$ cat config.mk
export PLATFORM = sky130hd
export DESIGN_NAME = anchor_range_gen_flat
export DESIGN_NICKNAME = d
export VERILOG_FILES = /design/src/rtl/anchor_range_gen_pkg.sv /design/src/rtl/anchor_range_gen_if.sv /design/src/rtl/anchor_range_gen_isqrt_seq.sv /design/src/rtl/anchor_range_gen.sv /design/src/flat_wrapper.sv
export SDC_FILE = /design/constraint.sdc
export NUM_CORES = 1
export LEC_CHECK = 0
export ABC_AREA = 1
export ABC_CLOCK_PERIOD_IN_PS = 19300
export CORE_ASPECT_RATIO = 0.8
export CORE_MARGIN = 3
export CORE_UTILIZATION = 67
export CTS_CLUSTER_SIZE = 10
export DETAILED_ROUTE_END_ITERATION = 10
export PLACE_DENSITY = 0.88
export SLEW_MARGIN = 40
export SYNTH_ARGS = -nofsm -noshare
export SYNTH_HDL_FRONTEND = slang
export SYNTH_SLANG_ARGS = --single-unit
$ cat constraint.sdc
create_clock -name clk -period 19.3 [get_ports clk]
set_input_delay 2.895 -clock clk [delete_from_list [all_inputs] [get_ports clk]]
set_output_delay 2.895 -clock clk [all_outputs]
set_load 0.01 [all_outputs]
$ cat src/rtl/anchor_range_gen_pkg.sv
// ---------------------------------------------------------------------------
// triloc_pkg -- shared definitions for the trilateration front end.
//   * state_e      : FSM states of anchor_range_gen
//   * desc_width() : circle descriptor width {x[N-1:0], y[N-1:0], r[N:0]}
//   * r_width()    : radius width (non-negative, N+1-bit signed)
//   * DESC_W/R_W   : the same constants for the default N = 8
// ---------------------------------------------------------------------------
package triloc_pkg;

    typedef enum logic [1:0] {
        IDLE = 2'd0,
        SQR  = 2'd1,
        ROOT = 2'd2,
        DONE = 2'd3
    } state_e;

    localparam int N_DEF  = 8;
    localparam int DESC_W = 3 * N_DEF + 1;
    localparam int R_W    = N_DEF + 1;

    function automatic int desc_width(input int n);
        return 3 * n + 1;
    endfunction

    function automatic int r_width(input int n);
        return n + 1;
    endfunction

endpackage

$ cat src/rtl/anchor_range_gen_if.sv
// ---------------------------------------------------------------------------
// anchor_range_gen_if -- request/descriptor handshake bundle.
//   master : requester + consumer side (drives in_valid, coordinates, out_ready)
//   slave  : anchor_range_gen side (drives in_ready, out_valid, desc, sat)
// Signals: in_valid/in_ready, x_anchor, y_anchor, x_target, y_target (N-bit
// signed), out_valid/out_ready, desc (3N+1), sat.
// ---------------------------------------------------------------------------
interface anchor_range_gen_if #(parameter int N = 8);

    logic                                  in_valid;
    logic                                  in_ready;
    logic [N-1:0]                          x_anchor;
    logic [N-1:0]                          y_anchor;
    logic [N-1:0]                          x_target;
    logic [N-1:0]                          y_target;
    logic                                  out_valid;
    logic                                  out_ready;
    logic [triloc_pkg::desc_width(N)-1:0]  desc;
    logic                                  sat;

    modport master (
        output in_valid, x_anchor, y_anchor, x_target, y_target, out_ready,
        input  in_ready, out_valid, desc, sat
    );

    modport slave (
        input  in_valid, x_anchor, y_anchor, x_target, y_target, out_ready,
        output in_ready, out_valid, desc, sat
    );

endinterface

$ cat src/rtl/anchor_range_gen_isqrt_seq.sv
// ---------------------------------------------------------------------------
// isqrt_seq -- restoring bit-serial integer square root, one root bit per
// cycle, MSB first, W cycles after the start cycle.
// Ports:
//   clk, rst_n  : clock, async active-low reset
//   i_start     : load i_operand and begin (ignored while busy)
//   i_operand   : 2W-bit unsigned radicand
//   o_busy      : iteration in progress
//   o_done      : one-cycle pulse, o_root/o_rem valid from then until next start
//   o_root      : floor(sqrt(i_operand)), W bits
//   o_rem       : i_operand - o_root^2, W+1 bits
// ---------------------------------------------------------------------------
module isqrt_seq #(
    parameter int W = 10
) (
    input  logic           clk,
    input  logic           rst_n,
    input  logic           i_start,
    input  logic [2*W-1:0] i_operand,
    output logic           o_busy,
    output logic           o_done,
    output logic [W-1:0]   o_root,
    output logic [W:0]     o_rem
);

    localparam int RW = W + 1;
    localparam int CW = $clog2(W + 1);

    logic [2*W-1:0] r_op;
    logic [RW-1:0]  r_rem;
    logic [W-1:0]   r_root;
    logic [CW-1:0]  r_cnt;
    logic           r_busy;
    logic           r_done;

    logic [RW+1:0]  w_shift;
    logic [RW+1:0]  w_trial;
    logic           w_ge;

    // One restoring step: bring down the next bit pair, try subtracting 4q+1.
    always_comb begin
        w_shift = {r_rem, r_op[2*W-1:2*W-2]};
        w_trial = {1'b0, r_root, 2'b01};
        w_ge    = (w_shift >= w_trial);
    end

    // Iteration registers: load on start, then W steps while busy.
    always_ff @(posedge clk or negedge rst_n) begin
        if (!rst_n) begin
            r_op   <= '0;
            r_rem  <= '0;
            r_root <= '0;
            r_cnt  <= '0;
            r_busy <= 1'b0;
            r_done <= 1'b0;
        end else if (i_start && !r_busy) begin
            r_op   <= i_operand;
            r_rem  <= '0;
            r_root <= '0;
            r_cnt  <= CW'(W);
            r_busy <= 1'b1;
            r_done <= 1'b0;
        end else if (r_busy) begin
            r_op   <= {r_op[2*W-3:0], 2'b00};
            r_rem  <= w_ge ? RW'(w_shift - w_trial) : RW'(w_shift);
            r_root <= {r_root[W-2:0], w_ge};
            r_cnt  <= r_cnt - CW'(1);
            if (r_cnt == CW'(1)) begin
                r_busy <= 1'b0;
                r_done <= 1'b1;
            end else begin
                r_busy <= 1'b1;
                r_done <= 1'b0;
            end
        end else begin
            r_done <= 1'b0;
        end
    end

    assign o_busy = r_busy;
    assign o_done = r_done;
    assign o_root = r_root;
    assign o_rem  = r_rem;

endmodule

$ cat src/rtl/anchor_range_gen.sv
// ---------------------------------------------------------------------------
// anchor_range_gen -- turns an anchor/target coordinate pair into a circle
// descriptor {x_anchor, y_anchor, r} with r = sqrt((xD-xB)^2 + (yD-yB)^2),
// clipped to 2^N-1 (sat flags the clip). Result appears N+4 cycles after the
// accepting edge and is held until out_ready.
// Ports:
//   clk, rst_n : clock, async active-low reset
//   bus        : anchor_range_gen_if.slave (request in, descriptor out)
// Build option: define ANCHOR_RANGE_ROUND_EN to round r to nearest instead of
// truncating (same latency, saturation applied after rounding).
// ---------------------------------------------------------------------------
module anchor_range_gen
    import triloc_pkg::*;
#(
    parameter int N = 8
) (
    input  logic                 clk,
    input  logic                 rst_n,
    anchor_range_gen_if.slave    bus
);

    localparam int K     = N + 2;
    localparam int DW    = desc_width(N);
    localparam int RWID  = r_width(N);

`ifdef ANCHOR_RANGE_ROUND_EN
    localparam logic ROUND_EN = 1'b1;
`else
    localparam logic ROUND_EN = 1'b0;
`endif

    state_e          r_state;
    state_e          w_next_state;
    logic            w_accept;
    logic            w_start;
    logic            w_load_out;
    logic            w_release;

    logic [N-1:0]    r_xa;
    logic [N-1:0]    r_ya;
    logic [N-1:0]    r_xt;
    logic [N-1:0]    r_yt;

    logic [DW-1:0]   r_desc;
    logic            r_sat;
    logic            r_out_valid;

    logic [N:0]      w_dx;
    logic [N:0]      w_dy;
    logic [2*N+1:0]  w_dx_ext;
    logic [2*N+1:0]  w_dy_ext;
    logic [2*N+1:0]  w_dx_sq;
    logic [2*N+1:0]  w_dy_sq;
    logic [2*N+2:0]  w_d2;

    logic            w_busy;
    logic            w_done;
    logic [K-1:0]    w_root;
    logic [K:0]      w_rem;
    logic            w_round_up;
    logic [K:0]      w_root_adj;
    logic            w_sat;
    logic [RWID-1:0] w_r;

    // Differences at N+1 bits cannot overflow; squares are formed on
    // sign-extended operands so the low 2N+2 product bits are exact.
    always_comb begin
        w_dx     = {r_xt[N-1], r_xt} - {r_xa[N-1], r_xa};
        w_dy     = {r_yt[N-1], r_yt} - {r_ya[N-1], r_ya};
        w_dx_ext = {{(N+1){w_dx[N]}}, w_dx};
        w_dy_ext = {{(N+1){w_dy[N]}}, w_dy};
        w_dx_sq  = w_dx_ext * w_dx_ext;
        w_dy_sq  = w_dy_ext * w_dy_ext;
        w_d2     = {1'b0, w_dx_sq} + {1'b0, w_dy_sq};
    end

    isqrt_seq #(.W(K)) u_isqrt (
        .clk       (clk),
        .rst_n     (rst_n),
        .i_start   (w_start),
        .i_operand ({1'b0, w_d2}),
        .o_busy    (w_busy),
        .o_done    (w_done),
        .o_root    (w_root),
        .o_rem     (w_rem)
    );

    // Optional round-to-nearest: remainder above root means the true root
    // is past the half-way point. Clip to 2^N-1 afterwards.
    always_comb begin
        w_round_up = (w_rem > {1'b0, w_root}) & ROUND_EN;
        w_root_adj = {1'b0, w_root} + {{K{1'b0}}, w_round_up};
        w_sat      = (w_root_adj > {{(K+1-N){1'b0}}, {N{1'b1}}});
        w_r        = w_sat ? {1'b0, {N{1'b1}}} : w_root_adj[N:0];
    end

    // State register.
    always_ff @(posedge clk or negedge rst_n) begin
        if (!rst_n) begin
            r_state <= IDLE;
        end else begin
            r_state <= w_next_state;
        end
    end

    // Next-state and control strobes.
    always_comb begin
        w_next_state = r_state;
        w_accept     = 1'b0;
        w_start      = 1'b0;
        w_load_out   = 1'b0;
        w_release    = 1'b0;
        case (r_state)
            IDLE: begin
                if (bus.in_valid) begin
                    w_accept     = 1'b1;
                    w_next_state = SQR;
                end else begin
                    w_next_state = IDLE;
                end
            end
            SQR: begin
                if (!w_busy) begin
                    w_start      = 1'b1;
                    w_next_state = ROOT;
                end else begin
                    w_next_state = SQR;
                end
            end
            ROOT: begin
                if (w_done) begin
                    w_load_out   = 1'b1;
                    w_next_state = DONE;
                end else begin
                    w_next_state = ROOT;
                end
            end
            DONE: begin
                if (bus.out_ready) begin
                    w_release    = 1'b1;
                    w_next_state = IDLE;
                end else begin
                    w_next_state = DONE;
                end
            end
            default: begin
                w_next_state = IDLE;
            end
        endcase
    end

    // Coordinates are captured only on the accepting edge.
    always_ff @(posedge clk or negedge rst_n) begin
        if (!rst_n) begin
            r_xa <= '0;
            r_ya <= '0;
            r_xt <= '0;
            r_yt <= '0;
        end else if (w_accept) begin
            r_xa <= bus.x_anchor;
            r_ya <= bus.y_anchor;
            r_xt <= bus.x_target;
            r_yt <= bus.y_target;
        end else begin
            r_xa <= r_xa;
            r_ya <= r_ya;
            r_xt <= r_xt;
            r_yt <= r_yt;
        end
    end

    // Output registers: loaded when the root completes, held through DONE.
    always_ff @(posedge clk or negedge rst_n) begin
        if (!rst_n) begin
            r_desc      <= '0;
            r_sat       <= 1'b0;
            r_out_valid <= 1'b0;
        end else if (w_load_out) begin
            r_desc      <= {r_xa, r_ya, w_r};
            r_sat       <= w_sat;
            r_out_valid <= 1'b1;
        end else if (w_release) begin
            r_out_valid <= 1'b0;
        end else begin
            r_out_valid <= r_out_valid;
        end
    end

    assign bus.in_ready  = (r_state == IDLE);
    assign bus.out_valid = r_out_valid;
    assign bus.desc      = r_desc;
    assign bus.sat       = r_sat;

endmodule

$ cat src/flat_wrapper.sv
// flat-port wrapper written by rule: the top's interface ports become plain ports
module anchor_range_gen_flat import triloc_pkg::*;
#(
    parameter int N = 8
)
  (clk, rst_n, bus_in_valid, bus_x_anchor, bus_y_anchor, bus_x_target, bus_y_target, bus_out_ready, bus_in_ready, bus_out_valid, bus_desc, bus_sat);
  anchor_range_gen_if #(.N(N)) bus_i ();
  input  logic clk;
  input  logic rst_n;
  input wire logic [$bits(bus_i.in_valid)-1:0] bus_in_valid;
  input wire logic [$bits(bus_i.x_anchor)-1:0] bus_x_anchor;
  input wire logic [$bits(bus_i.y_anchor)-1:0] bus_y_anchor;
  input wire logic [$bits(bus_i.x_target)-1:0] bus_x_target;
  input wire logic [$bits(bus_i.y_target)-1:0] bus_y_target;
  input wire logic [$bits(bus_i.out_ready)-1:0] bus_out_ready;
  output wire logic [$bits(bus_i.in_ready)-1:0] bus_in_ready;
  output wire logic [$bits(bus_i.out_valid)-1:0] bus_out_valid;
  output wire logic [$bits(bus_i.desc)-1:0] bus_desc;
  output wire logic [$bits(bus_i.sat)-1:0] bus_sat;
  assign bus_i.in_valid = bus_in_valid;
  assign bus_i.x_anchor = bus_x_anchor;
  assign bus_i.y_anchor = bus_y_anchor;
  assign bus_i.x_target = bus_x_target;
  assign bus_i.y_target = bus_y_target;
  assign bus_i.out_ready = bus_out_ready;
  assign bus_in_ready = bus_i.in_ready;
  assign bus_out_valid = bus_i.out_valid;
  assign bus_desc = bus_i.desc;
  assign bus_sat = bus_i.sat;
  anchor_range_gen #(.N(N)) u_core (.clk(clk), .rst_n(rst_n), .bus(bus_i));
endmodule
==> impl_metrics.yaml <==
run_status:
  status: "complete, no violations"
timing:
  relSlewSlack_pct: 48.82
  clock-skew-final_ps: 11.54
  tightestPinTransition_ps: 766.9
  finalSetupViolCount: 0
  rsz0062_at_grt: "no"
  tns_ps: 0
  hold_viol: 0
  period_share_pct: 38.39
  final_max_slew_viol_count: 0
  max_freq_mhz: 135.0
  fin_crit_ps: 7409
clocking:
  root_buffer: "clkbuf_16"
  htree_levels: 3
  cts_setup_buffers: 0
  cts.clk_slew.worst_paths_ps: 80
  cts_tree: "built"
  clock_path_buffers: 2
  postCtsHoldBufs: 0
  cts_sinks: 108
  clk-insertion-delay-late_ps: 370
  cts_buffers: 9
  cts_resized: 0
critical_path:
  cpPeakStageDelay_ps: 710
  start_kind: "flop"
  crit_fanout: 13
  crit_type: "reg -> reg"
  slowest_stage: "fa_1"
  cp_common_cell: "inv_1"
  rr_worst_depth: 37
  cp.arrival_ps: 7660
  crit_required_ps: 19550
  crit_path_end_kind: "flop"
finish:
  synthToLayoutAreaGrowth_pct: 9.289
  drive_gt1_share_pct: 5.096
  fillers: 1241
  nNetsFinal: 1888
  diodes: 0
  final_cell_mix: "inv_1, nand2_1, nor2_1"
  layout_commonest_cell: "inv_1"
synthesis:
  ys.warnings.count: 0
  synth.distinct_cells: 45
  synthCells: 1553
  synth_top_family_by_area: "adder cells"
  yosys-top-cells-area: "dfrtp_1, fa_1, ha_1"
  synth-xor-area-share_pct: 4.328
  synthMuxAreaShare_pct: 1.378
  netlist_area_um2: 12260
  syn-num-nets: 1837
  syn_avg_cell_area_um2: 7.892
  yosys.area_share.adder_pct: 32.61
  ys.flop_type: "dfrtp_1"
  ys_seq_area_share_pct: 22.05
  synth_top_area_share_pct: 22.05
  synth-seq-cells: 108
  synth_compound_area_share_pct: 7.738
  async_reset_ff_share_pct: 100.0
  synth_edf_count: 0
  yosysTopAreaCell: "dfrtp_1"
  synthSimpleGateAreaFrac_pct: 20.66
detailed_routing:
  drt_first_pass_iters: 9
  wl_met1_um: 12660
  wl_met2_um: 13500
  top_layer_used: "met4"
  drt-wirelength-per-cell_um: 15.76
  wl_met3_um: 2292
  drc: 0
  postRouteAntennaNets: 0
  routed_wirelength_um: 28910
  drt_iter0_markers: 900
  routed_via_density: 5.600
  vias: 10270
placement:
  place_congestion: 0.9801
  hpwl_um: 23070
  port_buffers: 63
die:
  row_count: 43
  start_util_pct: 69.46
  floorplan.die.width_um: 157.2
  pin_count: 64
  die_h_um: 127.0
  die_area_um2: 19960
  core_area_um2: 17650
global_routing:
  antenna_found_initial: 0
  gr-usage-all-layers_pct: 30.47
  overflow: 0
  grt_pass1_vias: 10360
  grt_max_degree: 72
  grt_pass1_wl_um: 49420
min_path:
  holdPathStages: 2
  hp-class: "reg -> reg"
run:
  maxCapViolCount: 0
-- critical path, delay by kind of cell, from the launching register on --
kind | cells | cell delay [ps]
compound gates | 2 | 430
xor+xnor | 1 | 140
fa+ha+maj | 9 | 4020
buf+inv | 9 | 710
flops | 1 | 360
simple gates | 16 | 1580
-- registers in the layout, summed over array words and instances, names as in the netlist, 8 cells and up --
signal and cells:
u_core.u_isqrt.o_root 10, u_core.r_yt 8, u_core.r_xa 8, u_core.r_ya 8, u_core.r_xt 8, u_core.bus.desc 25
u_core.u_isqrt.o_rem 11, u_core.u_isqrt.r_op 20
-- cell usage after synthesis, drive strengths merged (15+ instances only) --
| cell type | number |
|---|---|
| inv | 332 |
| nand2 | 328 |
| nor2 | 154 |
| ha | 129 |
| fa | 119 |
| dfrtp | 108 |
| nand3 | 77 |
| a21oi | 76 |
| o21ai | 55 |
| nand4 | 25 |
| xnor2 | 25 |
| xor2 | 24 |
| clkbuf | 15 |
| mux2 | 15 |
-- layer usage --
layer | global-route usage [%] | vias up
met3 | 4.843 | 51
met5 | 0 | -
met4 | 6.684 | 0
met1 | 43.84 | 4880
met2 | 49.47 | 431
li1 | - | 4908
-- worst paths after layout --
path,from,endpoint,slack [ps]
worst max-delay path,u_core.r_xt[0]$_DFFE_PN0P_,u_core.u_isqrt.r_op[16]$_DFFE_PN0P_,11890
worst min-delay path,u_core.u_isqrt.r_op[10]$_DFFE_PN0P_,u_core.u_isqrt.r_op[12]$_DFFE_PN0P_,500
worst max register to register,u_core.r_xt[0]$_DFFE_PN0P_,u_core.u_isqrt.r_op[16]$_DFFE_PN0P_,11890
worst min register to register,u_core.u_isqrt.r_op[10]$_DFFE_PN0P_,u_core.u_isqrt.r_op[12]$_DFFE_PN0P_,500
max in group asynchronous,rst_n,u_core.u_isqrt.o_busy$_DFF_PN0_,15750
min in group asynchronous,rst_n,u_core.u_isqrt.r_op[17]$_DFFE_PN0P_,2510
-- layout make-up --
cell class / instances / area, um2 / share of cell area [%]
clock inverters: 7 / 81.33 / 0.6071
multi-input cells: 1084 / 8188 / 61.12
flip-flops and latches: 108 / 2704 / 20.18
well taps: 225 / 281.5 / 2.102
repair buffers: 67 / 661.9 / 4.941
inverters: 334 / 1254 / 9.359
clock buffers: 9 / 225.2 / 1.681
-- cell families (layout without fill, tap and decap cells) --
| logic type | count (synthesis) | after routing |
|---|---|---|
| and+or+nand+nor | 604 | 604 |
| buffers and inverters | 361 | 417 |
| AOI/OAI and AO/OA | 168 | 168 |
| DFF | 108 | 108 |
| muxes | 15 | 15 |
| xor gates and xnor gates | 49 | 49 |
| adders and majority gates | 248 | 248 |
-- per-stage QoR --
stage / setup WS (ps) / hold slack (ps) / instance area (um2) / util [%] / std cells
5_1_grt: 11200 / 516.8 / 13400 / 75.91 / 1834
3_5_place_dp: 11950 / 478.0 / 13090 / 74.16 / 1818
3_3_place_gp: 12200 / 467.3 / 13080 / 74.09 / 1818
6_report: 11890 / 497.5 / 13400 / 75.91 / 1834
4_1_cts: 11930 / 495.9 / 13390 / 75.90 / 1834
2_1_floorplan: 12630 / 449.2 / 12260 / - / 1553
Power is not shown: default switching activity piles up to over one toggle a cycle in this logic, so the estimate is an artifact.
